--- src/rtl/akumulator_pkg.sv ---
// Shared definitions for the accumulator bank: opcode enum and flag bit positions.
package akumulator_pkg;

  typedef enum logic [2:0] {
    OP_NOP  = 3'd0,
    OP_LOAD = 3'd1,
    OP_CLR  = 3'd2,
    OP_SHL  = 3'd3,
    OP_SHR  = 3'd4,
    OP_ROLC = 3'd5,
    OP_PUSH = 3'd6,
    OP_POP  = 3'd7
  } op_t;

  localparam int FLAG_C    = 0;
  localparam int FLAG_Z    = 1;
  localparam int FLAG_N    = 2;
  localparam int NUM_FLAGS = 3;

endpackage

--- src/rtl/akum_stack.sv ---
// LIFO save stack for accumulator context push/pop; overflow/underflow attempts
// are refused and reported with a one-cycle err pulse.
module akum_stack #(
  parameter int DATA_W      = 8,
  parameter int STACK_DEPTH = 4
) (
  input  logic              clk,
  input  logic              rst,
  input  logic              push,
  input  logic              pop,
  input  logic [DATA_W-1:0] wdata,
  output logic [DATA_W-1:0] rdata,
  output logic              full,
  output logic              empty,
  output logic              err
);

  localparam int SP_W   = $clog2(STACK_DEPTH + 1);
  localparam int ADDR_W = (STACK_DEPTH > 1) ? $clog2(STACK_DEPTH) : 1;

  logic [SP_W-1:0]   r_sp;
  logic              r_err;
  logic [DATA_W-1:0] r_mem [2**ADDR_W];

  logic              w_full;
  logic              w_empty;
  logic [ADDR_W-1:0] w_wr_idx;
  logic [ADDR_W-1:0] w_rd_idx;

  assign w_full   = (r_sp == SP_W'(STACK_DEPTH));
  assign w_empty  = (r_sp == '0);
  assign w_wr_idx = r_sp[ADDR_W-1:0];
  assign w_rd_idx = ADDR_W'(r_sp - 1'b1);

  // Contents survive reset; only the pointer is cleared.
  always_ff @(posedge clk) begin
    if (!rst && push && !w_full) r_mem[w_wr_idx] <= wdata;
  end

  always_ff @(posedge clk) begin
    if (rst) begin
      r_sp  <= '0;
      r_err <= 1'b0;
    end else begin
      r_err <= (push && w_full) || (pop && w_empty);
      if (push && !w_full)      r_sp <= r_sp + 1'b1;
      else if (pop && !w_empty) r_sp <= r_sp - 1'b1;
    end
  end

  assign rdata = w_empty ? '0 : r_mem[w_rd_idx];
  assign full  = w_full;
  assign empty = w_empty;
  assign err   = r_err;

endmodule

--- src/rtl/akumulator_bank.sv ---
// Bank of NUM_ACC accumulators with shared carry/zero/neg flags, shift/rotate
// ops and a LIFO save stack; out is a combinational read of acc[sel].
module akumulator_bank
  import akumulator_pkg::*;
#(
  parameter  int DATA_W      = 8,
  parameter  int NUM_ACC     = 4,
  parameter  int STACK_DEPTH = 4,
  localparam int SEL_W       = (NUM_ACC > 1) ? $clog2(NUM_ACC) : 1
) (
  input  logic              clk,
  input  logic              rst,
  input  logic              ce,
  input  logic [2:0]        op,
  input  logic [SEL_W-1:0]  sel,
  input  logic [DATA_W-1:0] d_in,
  output logic [DATA_W-1:0] out,
  output logic              carry,
  output logic              zero,
  output logic              neg,
  output logic              stack_full,
  output logic              stack_empty,
  output logic              err
);

  logic [DATA_W-1:0]    r_acc [NUM_ACC];
  logic [NUM_FLAGS-1:0] r_flags;

  op_t               w_op;
  logic              w_sel_ok;
  logic              w_act;
  logic [DATA_W-1:0] w_cur;
  logic [DATA_W-1:0] w_nxt;
  logic              w_cnxt;
  logic              w_wr;
  logic              w_push;
  logic              w_pop;
  logic [DATA_W-1:0] w_st_rdata;
  logic              w_st_full;
  logic              w_st_empty;
  logic              w_st_err;

  assign w_op     = op_t'(op);
  assign w_sel_ok = ({1'b0, sel} < (SEL_W + 1)'(NUM_ACC));
  assign w_act    = ce && w_sel_ok;
  assign w_cur    = w_sel_ok ? r_acc[sel] : '0;
  assign w_push   = w_act && (w_op == OP_PUSH);
  assign w_pop    = w_act && (w_op == OP_POP);

  always_comb begin
    w_nxt  = w_cur;
    w_cnxt = r_flags[FLAG_C];
    w_wr   = 1'b0;
    if (w_act) begin
      unique case (w_op)
        OP_LOAD: begin w_wr = 1'b1; w_nxt = d_in; end
        OP_CLR:  begin w_wr = 1'b1; w_nxt = '0; w_cnxt = 1'b0; end
        OP_SHL:  begin w_wr = 1'b1; w_nxt = {w_cur[DATA_W-2:0], 1'b0};
                       w_cnxt = w_cur[DATA_W-1]; end
        OP_SHR:  begin w_wr = 1'b1; w_nxt = {1'b0, w_cur[DATA_W-1:1]};
                       w_cnxt = w_cur[0]; end
        OP_ROLC: begin w_wr = 1'b1; w_nxt = {w_cur[DATA_W-2:0], r_flags[FLAG_C]};
                       w_cnxt = w_cur[DATA_W-1]; end
        OP_POP:  if (!w_st_empty) begin w_wr = 1'b1; w_nxt = w_st_rdata; end
        default: ;
      endcase
    end
  end

  always_ff @(posedge clk) begin
    if (rst) begin
      for (int unsigned i = 0; i < NUM_ACC; i++) r_acc[i] <= '0;
      r_flags <= '0;
    end else if (w_wr) begin
      r_acc[sel]      <= w_nxt;
      r_flags[FLAG_C] <= w_cnxt;
      r_flags[FLAG_Z] <= (w_nxt == '0);
      r_flags[FLAG_N] <= w_nxt[DATA_W-1];
    end
  end

  akum_stack #(
    .DATA_W      (DATA_W),
    .STACK_DEPTH (STACK_DEPTH)
  ) u_stack (
    .clk   (clk),
    .rst   (rst),
    .push  (w_push),
    .pop   (w_pop),
    .wdata (w_cur),
    .rdata (w_st_rdata),
    .full  (w_st_full),
    .empty (w_st_empty),
    .err   (w_st_err)
  );

  assign out         = w_cur;
  assign carry       = r_flags[FLAG_C];
  assign zero        = r_flags[FLAG_Z];
  assign neg         = r_flags[FLAG_N];
  assign stack_full  = w_st_full;
  assign stack_empty = w_st_empty;
  assign err         = w_st_err;

endmodule

--- config.mk ---
export PLATFORM = sky130hd
export DESIGN_NAME = akumulator_bank
export DESIGN_NICKNAME = d
export VERILOG_FILES = /design/src/rtl/akumulator_pkg.sv /design/src/rtl/akum_stack.sv /design/src/rtl/akumulator_bank.sv
export SDC_FILE = /design/constraint.sdc
export NUM_CORES = 1
export LEC_CHECK = 0
export CORE_AREA = 2 2 88 90
export CTS_BUF_LIST = sky130_fd_sc_hd__clkbuf_4 sky130_fd_sc_hd__clkbuf_8 sky130_fd_sc_hd__clkbuf_16
export CTS_CLUSTER_SIZE = 30
export DETAILED_ROUTE_END_ITERATION = 10
export DIE_AREA = 0 0 90 92
export GPL_ROUTABILITY_DRIVEN = 0
export PLACE_DENSITY = 0.69
export REMOVE_ABC_BUFFERS = 1
export SYNTH_ARGS = -nofsm -noshare
export SYNTH_HDL_FRONTEND = slang
export SYNTH_SLANG_ARGS = --single-unit
--- constraint.sdc ---
create_clock -name clk -period 3.8 [get_ports clk]
set_input_delay 0.57 -clock clk [delete_from_list [all_inputs] [get_ports clk]]
set_output_delay 0.57 -clock clk [all_outputs]
set_load 0.03 [all_outputs]
Yosys cells after proc, flatten, opt, wreduce, memory -nomap -nowiden
Memories as Yosys holds them, arrays and structs flattened.
Index checks and enable logic that the tools add are counted.
{"block": "totals", "register_bits": 7, "wordCells": 55, "mem_bits_rw": 64, "out_inout_bits": 14, "memories": 2, "inputBits": 16}
{"block": "op_classes", "reduce_logical": 20, "add_sub_neg": 2, "muxes": 19, "n_eq_ne": 8}
{"memory": "r_acc", "words": 4, "width": 8, "read_ports": 1, "rd_clocked_by_memory_dff": 0, "wr": 4, "line_no": "akumulator_bank.sv:26", "rtl": "logic [DATA_W-1:0] r_acc [NUM_ACC];"}
{"memory": "u_stack.r_mem", "words": 4, "width": 8, "read_ports": 1, "rd_clocked_by_memory_dff": 0, "wr": 1, "line_no": "akum_stack.sv:23", "rtl": "logic [DATA_W-1:0] r_mem [2**ADDR_W];"}
{"cell": "8-bit one-hot mux with 6 select lines", "n": 1}
{"cell": "8-bit 2-to-1 mux", "n": 3}
{"cell": "3-bit == test, second input constant", "n": 5}
{"cell": "1-bit 2-to-1 mux", "n": 10}
{"cell": "1-bit logical AND", "n": 8}
{"cell": "8-bit zero test", "n": 1}
{"cell": "8-bit OR reduction", "n": 1}
{"cell": "3-bit by 2-bit == test with 1-bit output, second input constant", "n": 2}
{"cell": "3-bit 2-to-1 mux", "n": 2}
{"cell": "5-bit OR reduction", "n": 1}
{"cell": "3-bit by 1-bit adder with 3-bit output, second input constant", "n": 1}
{"cell": "3-bit by 1-bit == test with 1-bit output, second input constant", "n": 1}
{"cell": "1-bit zero test", "n": 3}
{"cell": "3-bit zero test", "n": 1}
{"cell": "1-bit one-hot mux with 3 select lines", "n": 1}
{"cell": "3-bit AND reduction", "n": 1}
{"cell": "3-bit nonzero test", "n": 1}
{"cell": "3-bit by 1-bit subtractor with 3-bit output, second input constant", "n": 1}
{"cell": "2-bit 2-to-1 mux", "n": 1}
{"cell": "1-bit one-hot mux with 2 select lines", "n": 1}
{"cell": "2-bit nonzero test", "n": 1}
{"cell": "2-bit OR reduction", "n": 1}
{"cell": "1-bit logical OR", "n": 1}

Longest topological paths before layout
Gate-level depths: netlist of the first run.
{"block": "logic_depth", "depth_word": 9, "ltp_mapped": 11, "mapped_depth_nobuf": 10}

Hierarchy
From an unflattened synthesis of the first run, not the netlist that was laid out.
{"block": "hier_totals", "cells_unflattened": 280, "hier_area_um2": 3641.0}
{"mod": "akumulator_bank", "cells_per_inst": 185, "instances": 1, "area_each_um2": 2030.7}
{"mod": "akum_stack", "cells_per_inst": 95, "instances": 1, "area_each_um2": 1610.3}

Worst setup path after synthesis of the first run
Ideal clock, no wire load.
{"block": "synth_path", "kind": "register to register", "start": "reg u_stack.r_sp[0]", "end": "mem r_acc[2][6], data pin", "stages_incl_launch_ff": 10, "path_buffers": 2, "t_arrival_ps": 2730, "path_slack_ps": 806, "required_time_ps": 3536, "period_less_slack_ps": 2994, "cell_sequence": "dfxtp_1 clkbuf_1 inv_1 ha_1 buf_1 mux4_2 a222oi_1 nor2_1 a21oi_1 nor2_1"}
{"item": "start, declared", "line_no": "akum_stack.sv:21", "rtl": "logic [SP_W-1:0] r_sp;"}
{"item": "start signal, assigned", "line_no": "akum_stack.sv:46", "rtl": "if (push && !w_full) r_sp <= r_sp + 1'b1;"}
{"item": "start signal, assigned", "line_no": "akum_stack.sv:47", "rtl": "else if (pop && !w_empty) r_sp <= r_sp - 1'b1;"}
{"item": "end, declared", "line_no": "akumulator_bank.sv:26"}

Worst setup path after layout of the first run
{"block": "layout_path", "start": "in sel[0]", "end": "out out[0]"}
{"block": "layout_via", "elab_chain_cells": 1}
{"item": "start, declared", "line_no": "akumulator_bank.sv:15", "rtl": "input logic [SEL_W-1:0] sel,"}
{"item": "memory 4 x 8 bit"}
{"item": "end, declared", "line_no": "akumulator_bank.sv:17", "rtl": "output logic [DATA_W-1:0] out,"}
Every way passes these cells.

==> impl_metrics.tcl, run 1 <==
set metrics [dict create \
    clkLatencyLatePin_ns 0.34 \
    synthTopCellsByArea "edfxtp_1 (54%), mux4_2 (6.3%), nor2_1 (5.3%), mux2i_1 (4.8%), dfxtp_1 (3.9%)" \
    synth_area_mm2 0.00356 \
    routedWlPerCell_um 19.0 \
    ys.flop_type "edfxtp_1" \
    rows 32 \
    vdd_drop_max_mv 0.276 \
    n_antenna_cell 0 \
    cts_max_level 3 \
    finalCriticalPeriod_ns 3.35 \
    p_sw_w 0.000423 \
    maxCapViolCount 0 \
    die_w_um 90 \
    clk_pin_slew_ns 0.07 \
    hold_path_class "flip-flop to flip-flop" \
    async_reset_ff_share_pct 0 \
    initial_core_util_pct 47.8 \
    yosys.area.top_type "edfxtp_1" \
    hold_buffers 0 \
    syn_to_final_growth_pct 19.0 \
    dieArea_mm2 0.00828 \
    ys_warn_count 0 \
    grt_max_degree 24 \
    cts_resized 0 \
    post-route-period-util_pct 88.3 \
    drtIter0Drc 227 \
    antenna_found_initial 0 \
    synth_cell_types 53 \
    clk_path_buf_depth 2 \
    outcome "finished, final reports clean" \
    pwr-share-seq_pct 52.5 \
    dieHeight_um 92 \
    swShare_pct 25.1 \
    pwr-share-comb_pct 15.6 \
    hold_viol 0 \
    core_mm2 0.00745 \
    fmax_ghz 0.298 \
    finalSetupViolCount 0 \
    rsz0062_at_grt "no" \
    final_nets 353 \
    slew_headroom_pct 53.3 \
    drive_above_1_share_pct 15.4 \
    synth_seq_area_share_pct 57.9 \
    cts_tree "yes" \
    port_buffers 29 \
    drc 0 \
    power.density_mw_per_mm2 398 \
    cts_made_buffers 9 \
    worst_slew_pin_slew_ns 0.696 \
    clock_skew_ns 0.00520 \
    cts_root_buffer "clkbuf_8" \
    drt.antenna.violating_nets 0 \
    hpwl_mm 6.14 \
    synth-seq-cells 71 \
    ios 30 \
    crit_path_max_fanout 10 \
    netlist.area_leader.share_pct 54.0 \
    arrival_ns 2.78 \
    route.vias.total 2481 \
    grt_pass1_vias 2504 \
    intPower_w 0.00126 \
    placed_area_mm2 0.00406 \
    dr.pass1.iters 4 \
    design_area_mm2 0.00424 \
    overflow 0 \
    slew_viol_final 0 \
    cp-end-kind "primary output" \
    worstSetupPathType "primary input to primary output" \
    fillers 661 \
    viasPerCell 5.65 \
    leakage_nw 1.48 \
    grt.total_usage_pct 21.5 \
    tns_ns 0 \
    required_ns 3.23 \
    post_cts_buffers 0 \
    start_kind "primary input" \
    cts.sinks 71 \
    drt-total-wl_mm 8.35 \
    p_clk_share_pct 31.9 \
    syn_inst 288 \
    synth_edf_count 64 \
    postSynthAreaPerCell_um2 12.4 \
    grt_first_pass_wirelength_mm 13.3 \
]
flip-flops by register name (all words and copies together), names as in the netlist:
name / flops
r_acc: 32
u_stack.err: 1
u_stack.r_mem: 32
u_stack.r_sp: 3
r_flags: 3
cell type report:
class | instances | area, um2 | area share [%]
clock buffer | 14 | 168 | 3.96
clock inverter | 2 | 8.76 | 0.207
inverter | 4 | 15.0 | 0.354
multi-input combinational | 196 | 1410 | 33.2
sequential | 71 | 2060 | 48.7
tap | 102 | 128 | 3.01
timing repair buffer | 50 | 448 | 10.6
routing by layer:
layer	GRT usage, %	share of wire, %	vias up
met4	7.31	1.6	0
li1	-	-	1177
met1	27.8	45	1231
met5	0	0	-
met2	36.3	50	59
met3	4.68	3.8	14
worst paths after layout:
check                          startpoint                   endpoint  slack (ns)  depth (start not counted)
max reg2reg  u_stack.r_sp[0]$_SDFFE_PP0P_  r_acc[2][1]$_SDFFCE_PN0P_        1.14                          8
min reg2reg       r_flags[2]$_SDFFE_PP0P_    r_flags[2]$_SDFFE_PP0P_        0.50                          2
max                                sel[0]                     out[0]        0.45                          4
min               r_flags[2]$_SDFFE_PP0P_    r_flags[2]$_SDFFE_PP0P_        0.50                          2
stage by stage:
| stage | cells | hold slack [ns] | util (%) | worst slack [ns] | power, W |
|---|---|---|---|---|---|
| floorplan | 271 | 0.525 | - | 0.789 | 0.00104 |
| global placement | 423 | 0.493 | 54.5 | 0.468 | 0.00116 |
| detailed placement | 423 | 0.488 | 54.5 | 0.404 | 0.00116 |
| CTS | 439 | 0.504 | 56.9 | 0.437 | 0.00169 |
| global route | 439 | 0.546 | 56.9 | 0.372 | 0.00175 |
| finish | 439 | 0.497 | 56.9 | 0.446 | 0.00169 |
cells in the final DEF, fill, tap and decap left out, types with 3 or more instances in the layout:
| cell | instances |
|---|---|
| a21oi_1 | 7 |
| and2_1 | 5 |
| buf_4 | 21 |
| clkbuf_4 | 4 |
| clkbuf_8 | 10 |
| clkdlybuf4s50_1 | 29 |
| dfxtp_1 | 7 |
| edfxtp_1 | 64 |
| ha_1 | 5 |
| inv_1 | 4 |
| mux2i_1 | 17 |
| mux4_2 | 10 |
| nand2_1 | 11 |
| nand2b_1 | 6 |
| nand3_1 | 12 |
| nand3b_1 | 4 |
| nor2_1 | 50 |
| nor2b_1 | 4 |
| nor3_1 | 9 |
| o211ai_1 | 3 |
| o21ai_0 | 5 |
| o21ai_1 | 6 |
| o221ai_1 | 3 |
| xnor2_1 | 3 |
critical path, cell delays in order:
cell and delay (ns):
clkdlybuf4s50_1 0.73, buf_4 0.22, mux4_2 0.62, clkdlybuf4s50_1 0.64
power groups by stage:
stage               clock network [W]  logic (W)  registers [W]
floorplan                           0   0.000140       0.000904
global placement                    0   0.000258       0.000901
detailed placement                  0   0.000262       0.000902
CTS                          0.000543   0.000263       0.000885
global route                 0.000577   0.000282       0.000886
finish                       0.000537   0.000263       0.000885
synthesized netlist by cell type (6+ instances only):
library cell  number
edfxtp_1          64
nor2_1            50
mux2i_1           17
clkbuf_1          12
nand3_1           12
nand2_1           11
mux4_2            10
nor3_1             9
a21oi_1            7
dfxtp_1            7
nand2b_1           6
o21ai_1            6
logic make-up (layout without fill, tap and decap cells):
kind of cell,count (synthesis),after routing,share of synthesized area [%]
compound gates,44,44,8.86
xor+xnor,5,5,1.23
fa+ha+maj,5,5,1.76
buf+inv,21,70,2.53
flops,71,71,57.9
mux,28,28,11.4
simple gates,114,114,16.3
Note: power is estimated with default switching activity, not from simulation.
==> run 2: changes to the inputs <==
==> constraint.sdc (replaced) <==
create_clock -name clk -period 3.8 [get_ports clk]
set_input_delay 0.57 -clock clk [delete_from_list [all_inputs] [get_ports clk]]
set_output_delay 0.57 -clock clk [all_outputs]
set_load 0.1 [all_outputs]
==> impl_metrics.tcl, run 2 (synthesis results as in run 1) <==
set metrics [dict create \
    maxCapViolCount 0 \
    syn_to_final_growth_pct 20.0 \
    fillers 636 \
    antenna_found_initial 0 \
    cts_max_level 3 \
    power.density_mw_per_mm2 439 \
    slew_viol_final 0 \
    core_mm2 0.00745 \
    cts_made_buffers 9 \
    drive_above_1_share_pct 17.7 \
    drt.antenna.violating_nets 0 \
    slew_headroom_pct 34.7 \
    arrival_ns 2.63 \
    start_kind "primary input" \
    reg2reg_to "r_flags[1]$_SDFFE_PP0P_" \
    min_path_cells 2 \
    leakage_nw 1.50 \
    fmax_ghz 0.313 \
    drt-total-wl_mm 8.63 \
    dpl.cell_count 420 \
    final_cell_mix "edfxtp_1 (64), nor2_1 (50), buf_4 (25)" \
    viasPerCell 5.76 \
    post_cts_buffers 0 \
    n_antenna_cell 0 \
    hold_viol 0 \
    clk_pin_slew_ns 0.07 \
    top_regs "r_acc: 32 flops, u_stack.r_mem: 32 flops" \
    hold_path_class "flip-flop to flip-flop" \
    initial_core_util_pct 47.8 \
    grt_max_degree 24 \
    hp-start "r_flags[2]$_SDFFE_PP0P_" \
    clock_skew_ns 0.00542 \
    finalCriticalPeriod_ns 3.20 \
    regToRegStartpoint "u_stack.r_sp[1]$_SDFFE_PP0P_" \
    rrSetupSlack_ns 1.10 \
    finalSetupViolCount 0 \
    cts_tree "yes" \
    drc 0 \
    final_nets 350 \
    tns_ns 0 \
    clkLatencyLatePin_ns 0.34 \
    drtIter0Drc 335 \
    crit_path_max_fanout 10 \
    hold_buffers 0 \
    worstSetupPathType "primary input to primary output" \
    dr.pass1.iters 4 \
    grt.total_usage_pct 22.2 \
    instances_no_fill 436 \
    grt_first_pass_wirelength_mm 13.6 \
    dieHeight_um 92 \
    outcome "finished, final reports clean" \
    required_ns 3.23 \
    port_buffers 29 \
    rows 32 \
    die_w_um 90 \
    post-route-period-util_pct 84.2 \
    rsz0062_at_grt "no" \
    utilization_pct 57.4 \
    r2r_cells 7 \
    routedWlPerCell_um 19.8 \
    layout_commonest_cell "edfxtp_1" \
    grt_pass1_vias 2547 \
    cts_root_buffer "clkbuf_8" \
    route.vias.total 2513 \
    cts.sinks 71 \
    ios 30 \
    vdd_drop_max_mv 0.218 \
    cts_resized 0 \
    clk_path_buf_depth 2 \
    min_to "r_flags[2]$_SDFFE_PP0P_" \
    dieArea_mm2 0.00828 \
    cp-end-kind "primary output" \
    overflow 0 \
    worst_slew_pin_slew_ns 0.977 \
    hpwl_mm 6.31 \
]
==> run 2: layout make-up <==
type | count | area [um2] | area share, %
well taps | 102 | 128 | 2.99
flip-flops and latches | 71 | 2060 | 48.3
clock inverters | 4 | 68.8 | 1.61
clock buffers | 12 | 153 | 3.57
multi-input cells | 196 | 1410 | 33.0
repair buffers | 47 | 438 | 10.3
inverters | 4 | 15.0 | 0.351
==> run 2: worst max-delay path by stage <==
stage	start	end	slack [ns]	cells past startpoint
2_1_floorplan	sel[1]	r_flags[1]$_SDFFE_PP0P_	0.09	7
3_3_place_gp	sel[0]	r_acc[0][6]$_SDFFCE_PN0P_	0.47	8
3_5_place_dp	sel[0]	r_acc[1][6]$_SDFFCE_PN0P_	0.41	8
4_1_cts	sel[1]	out[3]	0.60	6
5_1_grt	sel[1]	out[3]	0.50	6
6_report	sel[1]	out[3]	0.60	6
==> run 2: critical path, stage by stage <==
cell and delay (ns):
clkdlybuf4s50_1 0.68, buf_4 0.28, mux2_2 0.21, nor2_1 0.04
a21oi_1 0.57, buf_12 0.26
==> run 2: layer usage <==
metal / track usage (%) / vias to the layer above / routed length, um
li1: - / 1164 / -
met1: 27.6 / 1249 / 3640
met2: 38.2 / 88 / 4440
met3: 3.45 / 12 / 441
met4: 10.5 / 0 / 109
met5: 0 / - / 0
==> run 2: per-stage QoR <==
stage	hold slack, ns	area, um2	setup slack (ns)	total power, W
2_1_floorplan	0.525	3480	0.0893	0.00110
5_1_grt	0.547	4270	0.496	0.00193
4_1_cts	0.520	4270	0.604	0.00188
6_report	0.514	4270	0.601	0.00188
3_5_place_dp	0.504	4050	0.407	0.00122
3_3_place_gp	0.489	4050	0.472	0.00122
==> run 2: report_power, final <==
part,switching (W),internal (W),total [W],leakage [nW]
Sequential,0.00000667,0.000878,0.000885,0.680
Combinational,0.000220,0.000104,0.000325,0.710
Clock,0.000267,0.000399,0.000666,0.115
==> run 3: changes to the inputs <==
--- a/config.mk
+++ b/config.mk
@@ -11,7 +11,7 @@
 export DETAILED_ROUTE_END_ITERATION = 10
 export DIE_AREA = 0 0 90 92
 export GPL_ROUTABILITY_DRIVEN = 0
-export PLACE_DENSITY = 0.69
+export PLACE_DENSITY = 0.72
 export REMOVE_ABC_BUFFERS = 1
 export SYNTH_ARGS = -nofsm -noshare
 export SYNTH_HDL_FRONTEND = slang
==> constraint.sdc (replaced) <==
create_clock -name clk -period 2.94 [get_ports clk]
set_input_delay 0.441 -clock clk [delete_from_list [all_inputs] [get_ports clk]]
set_output_delay 0.441 -clock clk [all_outputs]
set_load 0.1 [all_outputs]
==> impl_metrics.tcl, run 3 (synthesis results as in run 1) <==
set metrics [dict create \
    outcome "finished, final reports clean" \
    clk_pin_slew_ns 0.08 \
    leakage_nw 1.64 \
    routedWlPerCell_um 19.2 \
    slew_headroom_pct 51.2 \
    cts_max_level 3 \
    fmax_ghz 0.375 \
    required_ns 3.02 \
    viasPerCell 5.77 \
    finalSetupViolCount 0 \
    slew_viol_final 0 \
    cp.buffers_inverters 1 \
    grt_first_pass_wirelength_mm 14.4 \
    pwr-share-comb_pct 21.2 \
    hold_buffers 0 \
    worstSetupPathType "primary input to flip-flop" \
    cts_tree "yes" \
    dpl.cell_count 447 \
    drc 0 \
    arrival_ns 2.75 \
    antenna_found_initial 0 \
    post_cts_buffers 0 \
    initial_core_util_pct 47.8 \
    finalCriticalPeriod_ns 2.67 \
    grt.total_usage_pct 22.9 \
    clkLatencyLatePin_ns 0.35 \
    grt_max_degree 18 \
    cts_made_buffers 9 \
    die_w_um 90 \
    hpwl_mm 6.60 \
    hold_path_class "flip-flop to flip-flop" \
    p_clk_share_pct 29.3 \
    n_antenna_cell 0 \
    syn_to_final_growth_pct 26.4 \
    grtUsageMet2_pct 35.3 \
    top_usage_layer "met2" \
    fillers 606 \
    port_buffers 29 \
    drive_above_1_share_pct 24.9 \
    layout_commonest_cell "edfxtp_1" \
    post-route-period-util_pct 90.7 \
    cts_root_buffer "clkbuf_8" \
    final_nets 377 \
    cpMostUsedCell "nor2_1" \
    dieHeight_um 92 \
    cts.sinks 71 \
    clock_skew_ns 0.00831 \
    pwr-share-seq_pct 49.5 \
    cp_top_family "multiplexers" \
    power.density_mw_per_mm2 513 \
    instances_no_fill 463 \
    tns_ns 0 \
    top_regs "r_acc: 32 flops, u_stack.r_mem: 32 flops" \
    drt-total-wl_mm 8.90 \
    core_mm2 0.00745 \
    rows 32 \
    worst_slew_pin_slew_ns 0.726 \
    swShare_pct 29.3 \
    dieArea_mm2 0.00828 \
    use_met1_pct 31.6 \
    drtIter0Drc 320 \
    rrSetupSlack_ns 0.28 \
    ios 30 \
    final_cell_mix "edfxtp_1 (64), nor2_1 (50), buf_4 (49)" \
    crit_path_max_fanout 6 \
    maxCapViolCount 0 \
    clk_path_buf_depth 2 \
    vdd_drop_max_mv 0.301 \
    rsz0062_at_grt "no" \
    intPower_w 0.00163 \
    cts_resized 0 \
    overflow 0 \
    cpPeakStageDelay_ns 0.62 \
    holdWs_ns 0.533 \
    crit_path_top_delay_cell "mux4_2" \
    start_kind "primary input" \
    p_sw_w 0.000677 \
    drt.antenna.violating_nets 0 \
    hold_viol 0 \
    dr.pass1.iters 5 \
    use_met3_pct 5.83 \
    route.vias.total 2672 \
    cp-end-kind "flip-flop" \
    grt_pass1_vias 2670 \
    path_cells "clkdlybuf4s50_1 -> mux4_2 -> mux2i_1 -> o21ai_1 -> a222oi_1 -> nor2_1 -> a21oi_1 -> nor2_1" \
]
## run 3: cell types whose count changed in the layout (fill, tap and decap cells not counted)
cell             before  now
clkdlybuf4s50_1      19   15
buf_12                3   10
clkinv_2              1    2
clkinvlp_4            0    2
buf_4                25   49
clkinv_4              0    1
clkbuf_8             10    9
clkbuf_4              2    1
bufinv_16             2    0
## run 3: path summary, 6_finish.rpt
| check | from | depth (start not counted) | end |
|---|---|---|---|
| worst max register to register | u_stack.r_sp[1]$_SDFFE_PP0P_ | 11 | r_acc[2][7]$_SDFFCE_PN0P_ |
| worst min-delay path | r_flags[2]$_SDFFE_PP0P_ | 2 | r_flags[2]$_SDFFE_PP0P_ |
| worst max-delay path | sel[0] | 8 | r_acc[0][6]$_SDFFCE_PN0P_ |
| worst min register to register | r_flags[2]$_SDFFE_PP0P_ | 2 | r_flags[2]$_SDFFE_PP0P_ |
## run 3: area by class of cell
class | count | area [um2] | share of cell area, %
flip-flops and latches | 71 | 2060 | 45.8
multi-input cells | 196 | 1410 | 31.3
repair buffers | 74 | 718 | 16.0
clock buffers | 10 | 131 | 2.92
well taps | 102 | 128 | 2.84
clock inverters | 6 | 37.5 | 0.834
inverters | 4 | 15.0 | 0.334
## run 3: through the flow
step	utilization, %	setup slack (ns)	total power, W	instance area [um2]
final	60.4	0.274	0.00231	4500
after floorplan	-	-0.642	0.00142	3480
after global placement	58.1	0.0156	0.00164	4330
after global routing	60.4	0.115	0.00239	4500
after detailed placement	58.1	-0.0764	0.00165	4330
after CTS	60.4	0.294	0.00231	4500
## run 3: power groups by stage
stage,Combinational (W),Sequential [W],Clock (W)
finish,0.000489,0.00114,0.000677
global route,0.000515,0.00115,0.000731
CTS,0.000484,0.00114,0.000685
detailed placement,0.000482,0.00117,0
global placement,0.000479,0.00116,0
floorplan,0.000244,0.00118,0
## run 3: routing by layer
layer	up-vias	routed length (um)	share of wire, %
li1	1223	-	-
met5	-	0	0
met2	140	4250	48
met4	0	228	2.6
met1	1279	3700	42
met3	30	716	8.0
## run 3: worst register-to-register path, stage by stage (launching register included)
cell and delay (ns):
dfxtp_1 0.39, inv_1 0.10, ha_1 0.24, nand2b_1 0.11, buf_4 0.19, inv_1 0.14
nor3_1 0.63, a22oi_1 0.19, nor2_1 0.19, a21oi_1 0.09, buf_4 0.16, nor2_1 0.09
